--- src/rtl/secure_mem_loader_if.sv ---
// Host word stream plus data-memory write port of the secure loader.
// Latency: none, plain signal bundle.
// Backpressure: host side is valid/ready; the memory side has no backpressure.
//
// Signals:
//   host_valid / host_data / host_ready : host word handshake
//   data_in / write_address / wenable   : memory write port
// Modports: master = host and memory side, slave = the loader.
interface secure_mem_loader_if #(
   parameter int DATA_W = 32,
   parameter int ADDR_W = 5
);
   logic              host_valid;
   logic [DATA_W-1:0] host_data;
   logic              host_ready;
   logic [DATA_W-1:0] data_in;
   logic [ADDR_W-1:0] write_address;
   logic              wenable;

   modport master (
      output host_valid, host_data,
      input  host_ready, data_in, write_address, wenable
   );

   modport slave (
      input  host_valid, host_data,
      output host_ready, data_in, write_address, wenable
   );
endinterface

--- src/rtl/secure_mem_loader.sv ---
// Key-gated loader: buffers host words in a small FIFO and writes them to data memory.
// Latency: a word accepted at edge N is on the memory port after edge N+1; one word per cycle sustained.
// Backpressure: host_ready drops when the FIFO is full or all words of the transfer are accepted.
//
// Ports:
//   clk, reset (async, active low)
//   start, base_addr, word_count : transfer request, sampled when idle or faulted
//   bus (slave)                  : host handshake in, memory write port out
//   busy, done, key_fault        : status (busy in UNLOCK/LOAD, done pulse, sticky key fault)
module secure_mem_loader #(
   parameter int                DATA_W     = 32,
   parameter int                ADDR_W     = 5,
   parameter int                FIFO_DEPTH = 4,
   parameter logic [DATA_W-1:0] UNLOCK_KEY = 32'hA5C3_0F1E
) (
   input  logic               clk,
   input  logic               reset,
   input  logic               start,
   input  logic [ADDR_W-1:0]  base_addr,
   input  logic [ADDR_W:0]    word_count,
   secure_mem_loader_if.slave bus,
   output logic               busy,
   output logic               done,
   output logic               key_fault
);
   localparam int               PTR_W    = $clog2(FIFO_DEPTH);
   localparam logic [PTR_W:0]   OCC_FULL = (PTR_W+1)'(FIFO_DEPTH);
   localparam logic [PTR_W:0]   OCC_ONE  = (PTR_W+1)'(1);
   localparam logic [PTR_W-1:0] PTR_ONE  = PTR_W'(1);
   localparam logic [ADDR_W:0]  CNT_ONE  = (ADDR_W+1)'(1);

   typedef enum logic [2:0] {S_IDLE, S_UNLOCK, S_LOAD, S_DONE, S_FAULT} state_t;

   state_t            state;
   logic [ADDR_W-1:0] base_q;
   logic [ADDR_W:0]   count_q;
   logic [ADDR_W:0]   accepted;
   logic [ADDR_W:0]   written;

   logic [DATA_W-1:0] fifo_mem [FIFO_DEPTH];
   logic [PTR_W-1:0]  wr_ptr;
   logic [PTR_W-1:0]  rd_ptr;
   logic [PTR_W:0]    occ;

   logic fifo_full;
   logic fifo_empty;
   logic host_ready;
   logic push;
   logic pop;

   always_comb begin
      fifo_full  = (occ == OCC_FULL);
      fifo_empty = (occ == '0);
      // The key word is accepted in UNLOCK but never enters the FIFO.
      host_ready = (state == S_UNLOCK) ||
                   ((state == S_LOAD) && !fifo_full && (accepted < count_q));
      push       = (state == S_LOAD) && bus.host_valid && host_ready;
      pop        = (state == S_LOAD) && !fifo_empty && (written != count_q);
      busy       = (state == S_UNLOCK) || (state == S_LOAD);
      done       = (state == S_DONE);
      // FAULT is left only by start, which is exactly when the fault clears.
      key_fault  = (state == S_FAULT);
   end

   assign bus.host_ready = host_ready;

   // Storage needs no reset: occupancy alone decides what is valid.
   always_ff @(posedge clk) begin
      if (push) begin
         fifo_mem[wr_ptr] <= bus.host_data;
      end
   end

   always_ff @(posedge clk or negedge reset) begin
      if (!reset) begin
         state             <= S_IDLE;
         base_q            <= '0;
         count_q           <= '0;
         accepted          <= '0;
         written           <= '0;
         wr_ptr            <= '0;
         rd_ptr            <= '0;
         occ               <= '0;
         bus.data_in       <= '0;
         bus.write_address <= '0;
         bus.wenable       <= 1'b0;
      end else begin
         bus.wenable <= 1'b0;

         if (push) begin
            wr_ptr   <= wr_ptr + PTR_ONE;
            accepted <= accepted + CNT_ONE;
         end

         if (pop) begin
            rd_ptr            <= rd_ptr + PTR_ONE;
            bus.data_in       <= fifo_mem[rd_ptr];
            // Address wraps modulo the memory size by truncation.
            bus.write_address <= base_q + written[ADDR_W-1:0];
            bus.wenable       <= 1'b1;
            written           <= written + CNT_ONE;
         end

         case ({push, pop})
            2'b10:   occ <= occ + OCC_ONE;
            2'b01:   occ <= occ - OCC_ONE;
            default: occ <= occ;
         endcase

         case (state)
            S_IDLE, S_FAULT: begin
               if (start) begin
                  base_q   <= base_addr;
                  count_q  <= word_count;
                  accepted <= '0;
                  written  <= '0;
                  wr_ptr   <= '0;
                  rd_ptr   <= '0;
                  occ      <= '0;
                  state    <= S_UNLOCK;
               end
            end
            S_UNLOCK: begin
               if (bus.host_valid) begin
                  if (bus.host_data != UNLOCK_KEY) begin
                     state <= S_FAULT;
                  end else if (count_q == '0) begin
                     state <= S_DONE;
                  end else begin
                     state <= S_LOAD;
                  end
               end
            end
            S_LOAD: begin
               // written == count_q means the final write is on the port this cycle.
               if (written == count_q) begin
                  state <= S_DONE;
               end
            end
            S_DONE:  state <= S_IDLE;
            default: state <= S_IDLE;
         endcase
      end
   end
endmodule

--- src/flat_wrapper.sv ---
// flat-port wrapper written by rule: the top's interface ports become plain ports
module secure_mem_loader_flat 
#(
   parameter int                DATA_W     = 32,
   parameter int                ADDR_W     = 5,
   parameter int                FIFO_DEPTH = 4,
   parameter logic [DATA_W-1:0] UNLOCK_KEY = 32'hA5C3_0F1E
)
  (clk, reset, start, base_addr, word_count, busy, done, key_fault, bus_host_valid, bus_host_data, bus_host_ready, bus_data_in, bus_write_address, bus_wenable);
  secure_mem_loader_if #(.DATA_W(DATA_W), .ADDR_W(ADDR_W)) bus_i ();
  input  logic clk;
  input  logic reset;
  input  logic start;
  input  logic [ADDR_W-1:0] base_addr;
  input  logic [ADDR_W:0] word_count;
  output logic busy;
  output logic done;
  output logic key_fault;
  input wire logic [$bits(bus_i.host_valid)-1:0] bus_host_valid;
  input wire logic [$bits(bus_i.host_data)-1:0] bus_host_data;
  output wire logic [$bits(bus_i.host_ready)-1:0] bus_host_ready;
  output wire logic [$bits(bus_i.data_in)-1:0] bus_data_in;
  output wire logic [$bits(bus_i.write_address)-1:0] bus_write_address;
  output wire logic [$bits(bus_i.wenable)-1:0] bus_wenable;
  assign bus_i.host_valid = bus_host_valid;
  assign bus_i.host_data = bus_host_data;
  assign bus_host_ready = bus_i.host_ready;
  assign bus_data_in = bus_i.data_in;
  assign bus_write_address = bus_i.write_address;
  assign bus_wenable = bus_i.wenable;
  secure_mem_loader #(.DATA_W(DATA_W), .ADDR_W(ADDR_W), .FIFO_DEPTH(FIFO_DEPTH), .UNLOCK_KEY(UNLOCK_KEY)) u_core (.clk(clk), .reset(reset), .start(start), .base_addr(base_addr), .word_count(word_count), .bus(bus_i), .busy(busy), .done(done), .key_fault(key_fault));
endmodule
--- config.mk ---
export PLATFORM = sky130hd
export DESIGN_NAME = secure_mem_loader_flat
export DESIGN_NICKNAME = d
export VERILOG_FILES = /design/src/rtl/secure_mem_loader_if.sv /design/src/rtl/secure_mem_loader.sv /design/src/flat_wrapper.sv
export SDC_FILE = /design/constraint.sdc
export NUM_CORES = 1
export LEC_CHECK = 0
export BUFFER_PORTS_ARGS = -buffer_cell sky130_fd_sc_hd__buf_2
export CAP_MARGIN = 5
export CORE_ASPECT_RATIO = 0.7
export CORE_MARGIN = 10
export CORE_UTILIZATION = 60
export CTS_CLUSTER_SIZE = 20
export DETAILED_ROUTE_END_ITERATION = 12
export PLACE_DENSITY = 0.81
export SLEW_MARGIN = 20
export SYNTH_ARGS = -nofsm -noshare
export SYNTH_HDL_FRONTEND = slang
export SYNTH_SLANG_ARGS = --single-unit
--- constraint.sdc ---
create_clock -name clk -period 8.9 [get_ports clk]
set_clock_uncertainty 0.2 [all_clocks]
set_input_delay 0.445 -clock clk [delete_from_list [all_inputs] [get_ports clk]]
set_output_delay 0.445 -clock clk [all_outputs]
set_load 0.005 [all_outputs]
# Word-level counts from Yosys, hierarchy flattened
# Memories as Yosys holds them, arrays and structs flattened. A register that Yosys moved wholly into a read port is not among the register bits.
# Cells that the tools add are included.
classes:
  add_sub_neg: 7
  mul: 0
  div_mod_pow: 0
  order_cmp: 1
  eq_ne: 13
  shifts: 0
  muxes: 24
  n_bitwise: 0
  reduce_logical: 17
op_table:
  columns: ["operator", "n"]
  rows:
  - ["6-bit 2-to-1 mux", 6]
  - ["32-bit inequality test, second input constant", 1]
  - ["3-bit 2-to-1 mux", 6]
  - ["6-bit by 1-bit adder with 6-bit output, second input constant", 2]
  - ["2-bit 2-to-1 mux", 6]
  - ["3-bit one-hot mux with 3 select lines", 1]
  - ["3-bit by 2-bit equality test with 1-bit output, second input constant", 2]
  - ["3-bit equality test, second input constant", 2]
  - ["6-bit equality test", 1]
  - ["1-bit logical AND", 6]
  - ["3-bit zero test", 2]
  - ["6-bit zero test", 1]
  - ["6-bit < comparator", 1]
  - ["2-bit inequality test, second input constant", 3]
  - ["6-bit inequality test", 1]
  - ["3-bit one-hot mux with 2 select lines", 1]
  - ["5-bit adder", 1]
  - ["2-bit by 1-bit adder with 2-bit output, second input constant", 2]
  - ["1-bit 2-to-1 mux", 4]
  - ["3-bit by 1-bit adder with 3-bit output, second input constant", 1]
  - ["3-bit by 1-bit equality test with 1-bit output, second input constant", 1]
  - ["1-bit zero test", 3]
  - ["3-bit AND reduction", 1]
  - ["3-bit by 1-bit subtractor with 3-bit output, second input constant", 1]
  - ["other kinds (5)", 6]
word_totals:
  ff_bits: 39
  latch_bits: 0
  mem_bits_rw: 128
  romBits: 0
  out_inout_bits: 42
  elab_cells: 73
  mem_count: 1
mem_list:
  columns: ["memory", "words", "word_bits", "rd", "rd_ports_with_merged_regs", "wr", "line_no", "source"]
  rows:
  - ["u_core.fifo_mem", 4, 32, 1, 1, 1, "secure_mem_loader.sv:40", "logic [DATA_W-1:0] fifo_mem [FIFO_DEPTH];"]

# Longest topological paths before layout
depth:
  word_depth: 10
  ltp_mapped: 13
  depth_no_buf: 12

# Worst setup path after synthesis
# No wires, ideal clock.
synth_timing:
  kind: "register to register"
  from: "register u_core.accepted[2]"
  to: "memory u_core.fifo_mem[0][0] (enable)"
  arrival_time_ns: 2.325
  required_time_ns: 8.308
  setup_slack_ns: 5.983
  path_stages_with_launch: 7
  n_path_buf: 1
  cell_sequence: "dfrtp_1 -> ha_1 -> a211oi_1 -> o21ai_0 -> a21oi_1 -> buf_2 -> and2_1"
synth_between:
  elab_chain_len: 6
synth_rtl:
  columns: ["item", "line_no", "source"]
  rows:
  - ["start, declared", "secure_mem_loader.sv:37", "logic [ADDR_W:0] accepted;"]
  - ["start signal, assigned", "secure_mem_loader.sv:92", "accepted <= accepted + CNT_ONE;"]
  - ["6-bit < comparator", "secure_mem_loader.sv:56", "((state == S_LOAD) && !fifo_full && (accepted < count_q));"]
  - ["1-bit logical AND", "secure_mem_loader.sv:56", null]
  - ["1-bit logical OR", "secure_mem_loader.sv:55", "host_ready = (state == S_UNLOCK) ||"]
  - ["1-bit logical AND", "secure_mem_loader.sv:57", "push = (state == S_LOAD) && bus.host_valid && host_ready;"]
  - ["1-bit 2-to-1 mux", "secure_mem_loader.sv:69", "if (push) begin"]
  - ["1-bit 2-to-1 mux (implied by the code)", "secure_mem_loader.sv:70", "fifo_mem[wr_ptr] <= bus.host_data;"]
  - ["end, declared", "secure_mem_loader.sv:40", null]
# No other way between the ends.

# Worst setup path in the final report
layout_timing:
  from: "register u_core.accepted[2]"
  to: "register u_core.occ[2]"
layout_between:
  elab_chain_len: 8
  elab_cells_between_ends: 9
layout_rtl:
  columns: ["item", "line_no", "source"]
  rows:
  - ["6-bit < comparator (*)", "secure_mem_loader.sv:56", null]
  - ["1-bit logical AND (*)", "secure_mem_loader.sv:56", null]
  - ["1-bit logical OR (*)", "secure_mem_loader.sv:55", null]
  - ["1-bit logical AND (*)", "secure_mem_loader.sv:57", null]
  - ["2-bit by 1-bit equality test with 1-bit output or 2-bit equality test (tied branches)", "secure_mem_loader.sv:104", "case ({push, pop})"]
  - ["3-bit one-hot mux with 2 select lines (*)", "secure_mem_loader.sv:104", null]
  - ["3-bit 2-to-1 mux", "secure_mem_loader.sv:112", "if (start) begin"]
  - ["3-bit 2-to-1 mux (*)", "secure_mem_loader.sv:110", "case (state)"]
  - ["end signal, assigned", "secure_mem_loader.sv:105", "2'b10: occ <= occ + OCC_ONE;"]
  - ["end signal, assigned", "secure_mem_loader.sv:106", "2'b01: occ <= occ - OCC_ONE;"]
  - ["end, declared", "secure_mem_loader.sv:43", "logic [PTR_W:0] occ;"]
# Every way passes the cells marked *; elsewhere a longest branch is shown, timed or not.
# A chain may end at the register's enable or synchronous reset.

==> flow_metrics.env <==
export IMPL_synth_flop_cell="edfxtp_1"
export IMPL_drt_pass1_iterations=4
export IMPL_htreeDepth=4
export IMPL_dr_total_vias=4482
export IMPL_ir_drop_mv=0.139
export IMPL_wl_per_cell_um=20.4
export IMPL_synth_async_reset_ratio_pct=35.7
export IMPL_routabilityCongestion=0.819
export IMPL_dieArea_um2=18700
export IMPL_arrival_ns=3.63
export IMPL_port_buffer_count=88
export IMPL_placed_area_um2=8760
export IMPL_hold_path_class="input pin to async pin"
export IMPL_ys_ff_latch=199
export IMPL_max_freq_mhz=287
export IMPL_totalWireLength_mm=15.9
export IMPL_drc=0
export IMPL_p_per_area_nw_per_um2=209
export IMPL_vias_per_cell=5.75
export IMPL_clkLatencyLatePin_ns=0.42
export IMPL_finalCriticalPeriod_ns=3.49
export IMPL_clkSinkCount=199
export IMPL_drt_iter0_markers=311
export IMPL_synth_top_cell_by_area="edfxtp_1"
export IMPL_cts_buffers=17
export IMPL_cp_max_fo=11
export IMPL_rows=35
export IMPL_synth_top_cell_area_share_pct=47.3
export IMPL_boundaryPins=89
export IMPL_cts_tree="yes"
export IMPL_antenna_found_initial=2
export IMPL_worstMarginPinSlew_ns=0.977
export IMPL_cts_setup_buffers=0
export IMPL_hold_viol_final=51
export IMPL_crit_required_ns=9.04
export IMPL_area_delta_synth_final_pct=14.9
export IMPL_worstSetupPathType="flip-flop to flip-flop"
export IMPL_seq_area_frac_synth_pct=69.2
export IMPL_synthTopCellsByArea="edfxtp_1, dfrtp_1, mux4_2"
export IMPL_netlist_cell_type_count=47
export IMPL_whs_ns=-0.0327
export IMPL_cts_root_buf="clkbuf_16"
export IMPL_status="finished, violations left"
export IMPL_die_x_um=159
export IMPL_rsz0062_at_grt="false"
export IMPL_grt_start_max_net_pins=72
export IMPL_fin_crit_sh_pct=39.2
export IMPL_syn_nets=550
export IMPL_synth_most_common_cell="edfxtp_1"
export IMPL_grt_pass1_wl_mm=26.0
export IMPL_synth_edf_count=128
export IMPL_maxSlewViolCount=0
export IMPL_cts_max_path_buffers=2
export IMPL_tns_ns=0
export IMPL_netlist_instances=485
export IMPL_place_hpwl_mm=10.2
export IMPL_core_area_um2=13200
export IMPL_grt_ovfl_total=0
export IMPL_final_area_um2=9340
export IMPL_worstSetupEndpointType="flip-flop"
export IMPL_synth_warnings=0
export IMPL_relSlewSlack_pct=34.9
export IMPL_total_leakage_power_nw=3.75
export IMPL_fill_cells=887
export IMPL_start_util_pct=61.4
export IMPL_startpoint_type="flip-flop"
export IMPL_synth_top_cells_by_count="edfxtp_1, dfrtp_1, nand2_1"
export IMPL_setup_viol=0
export IMPL_syn_cell_area_um2=8130
export IMPL_drv_cap=0
export IMPL_final_net_count=645
export IMPL_die_y_um=117
export IMPL_grt_use_total_pct=17.4
export IMPL_final_layout_size_suffix_gt1_share_pct=33.1
export IMPL_clkTransAtPathRegs_ns=0.08
export IMPL_grt_pass1_vias=4702
export IMPL_ant_nets=0
export IMPL_synth_area_per_cell_um2=16.8
export IMPL_failed_checks="hold timing"
export IMPL_fin_util_pct=70.6
placed cells by master (no fill, tap or decap), types with 6 or more instances in the layout:
master     instances
a21oi_1           12
and2_1             7
buf_2             87
buf_4              8
clkbuf_16         17
dfrtp_1           70
edfxtp_1         128
ha_1              16
inv_1             23
inv_6              6
mux2_2            33
mux4_2            32
nand2_1           35
nand3_1            8
nor2_1            15
o21ai_0           15
o31ai_1            6
xnor2_1           11
critical path, stage by stage (launching register included):
cell      delay (ns)
dfrtp_1         0.43
ha_1            0.33
a211oi_1        0.23
o21ai_0         0.27
a21oi_1         0.81
inv_1           0.11
ha_1            0.24
inv_1           0.08
fa_1            0.18
xor2_1          0.08
or3_1           0.30
a21oi_1         0.14
through the flow:
step / hold slack, ns / setup WS (ns) / instances / total power, mW
floorplan: -0.0506 / 5.98 / 485 / 1.17
global placement: 0.263 / 5.75 / 744 / 1.23
detailed placement: 0.266 / 5.45 / 744 / 1.24
CTS: 0.0000114 / 5.38 / 778 / 1.96
global route: 0.0122 / 5.20 / 780 / 2.03
finish: -0.0327 / 5.41 / 780 / 1.95
cells by family after synthesis:
family                   Yosys count  share of synthesized area [%]
flip-flops                       199                           69.2
AND/OR/NAND/NOR                   90                           5.81
multiplexers                      69                           13.9
AO/OA/AOI/OAI                     50                           4.14
buffers and inverters             44                           2.37
adder cells (fa/ha/maj)           18                           2.96
XOR/XNOR                          15                           1.62
cell type report:
class / count / area [um^2] / share of cell area [%]
antenna: 2 / 5.00 / 0.0536
clock buffer: 17 / 425 / 4.56
clock inverter: 15 / 131 / 1.41
inverter: 23 / 86.3 / 0.925
multi-input combinational: 242 / 2320 / 24.9
sequential: 199 / 5620 / 60.2
tap: 185 / 231 / 2.48
timing repair buffer: 97 / 515 / 5.52
layer usage:
layer  routed length [um]  vias up  global-route usage, %
met2                 7650      141                   26.6
met1                 7250     2305                   24.1
met3                  907       12                   4.12
met4                  132        0                   6.06
li1                     -     2024                      -
met5                    0        -                      0
state kept, by name, summed over array words and instances (netlist names):
signal,count
u_core.written,6
u_core.fifo_mem,128
u_core.bus.wenable,1
u_core.wr_ptr,2
u_core.state,3
u_core.accepted,6
u_core.rd_ptr,2
u_core.base_q,5
u_core.count_q,6
u_core.occ,3
u_core.bus.data_in,32
u_core.bus.write_address,5
power by group:
group,internal [mW],total (mW),switching (mW)
clock,0.371,0.729,0.358
sequential,1.01,1.04,0.0316
combinational,0.0664,0.177,0.111
total,1.45,1.95,0.501
repair_timing:
item | CTS | global route
hold buffers | 2 | 0
endpoints found under the hold margin | 2 | 0
gates resized for setup | 0 | 0
final timing paths:
check | slack, ns | startpoint | endpoint | depth (start not counted)
max in group asynchronous | 7.87 | reset | u_core.rd_ptr[0] | 1
worst min-delay path | -0.03 | reset | u_core.bus.data_in[3] | 1
worst min register to register | 0.28 | u_core.bus.write_address[2] | u_core.bus.write_address[2] | 2
worst max-delay path | 5.41 | u_core.accepted[2] | u_core.occ[2] | 11
worst max register to register | 5.41 | u_core.accepted[2] | u_core.occ[2] | 11
min in group clk | 0.02 | base_addr[0] | u_core.base_q[0] | 3
Power figures use the tool's default switching activity.
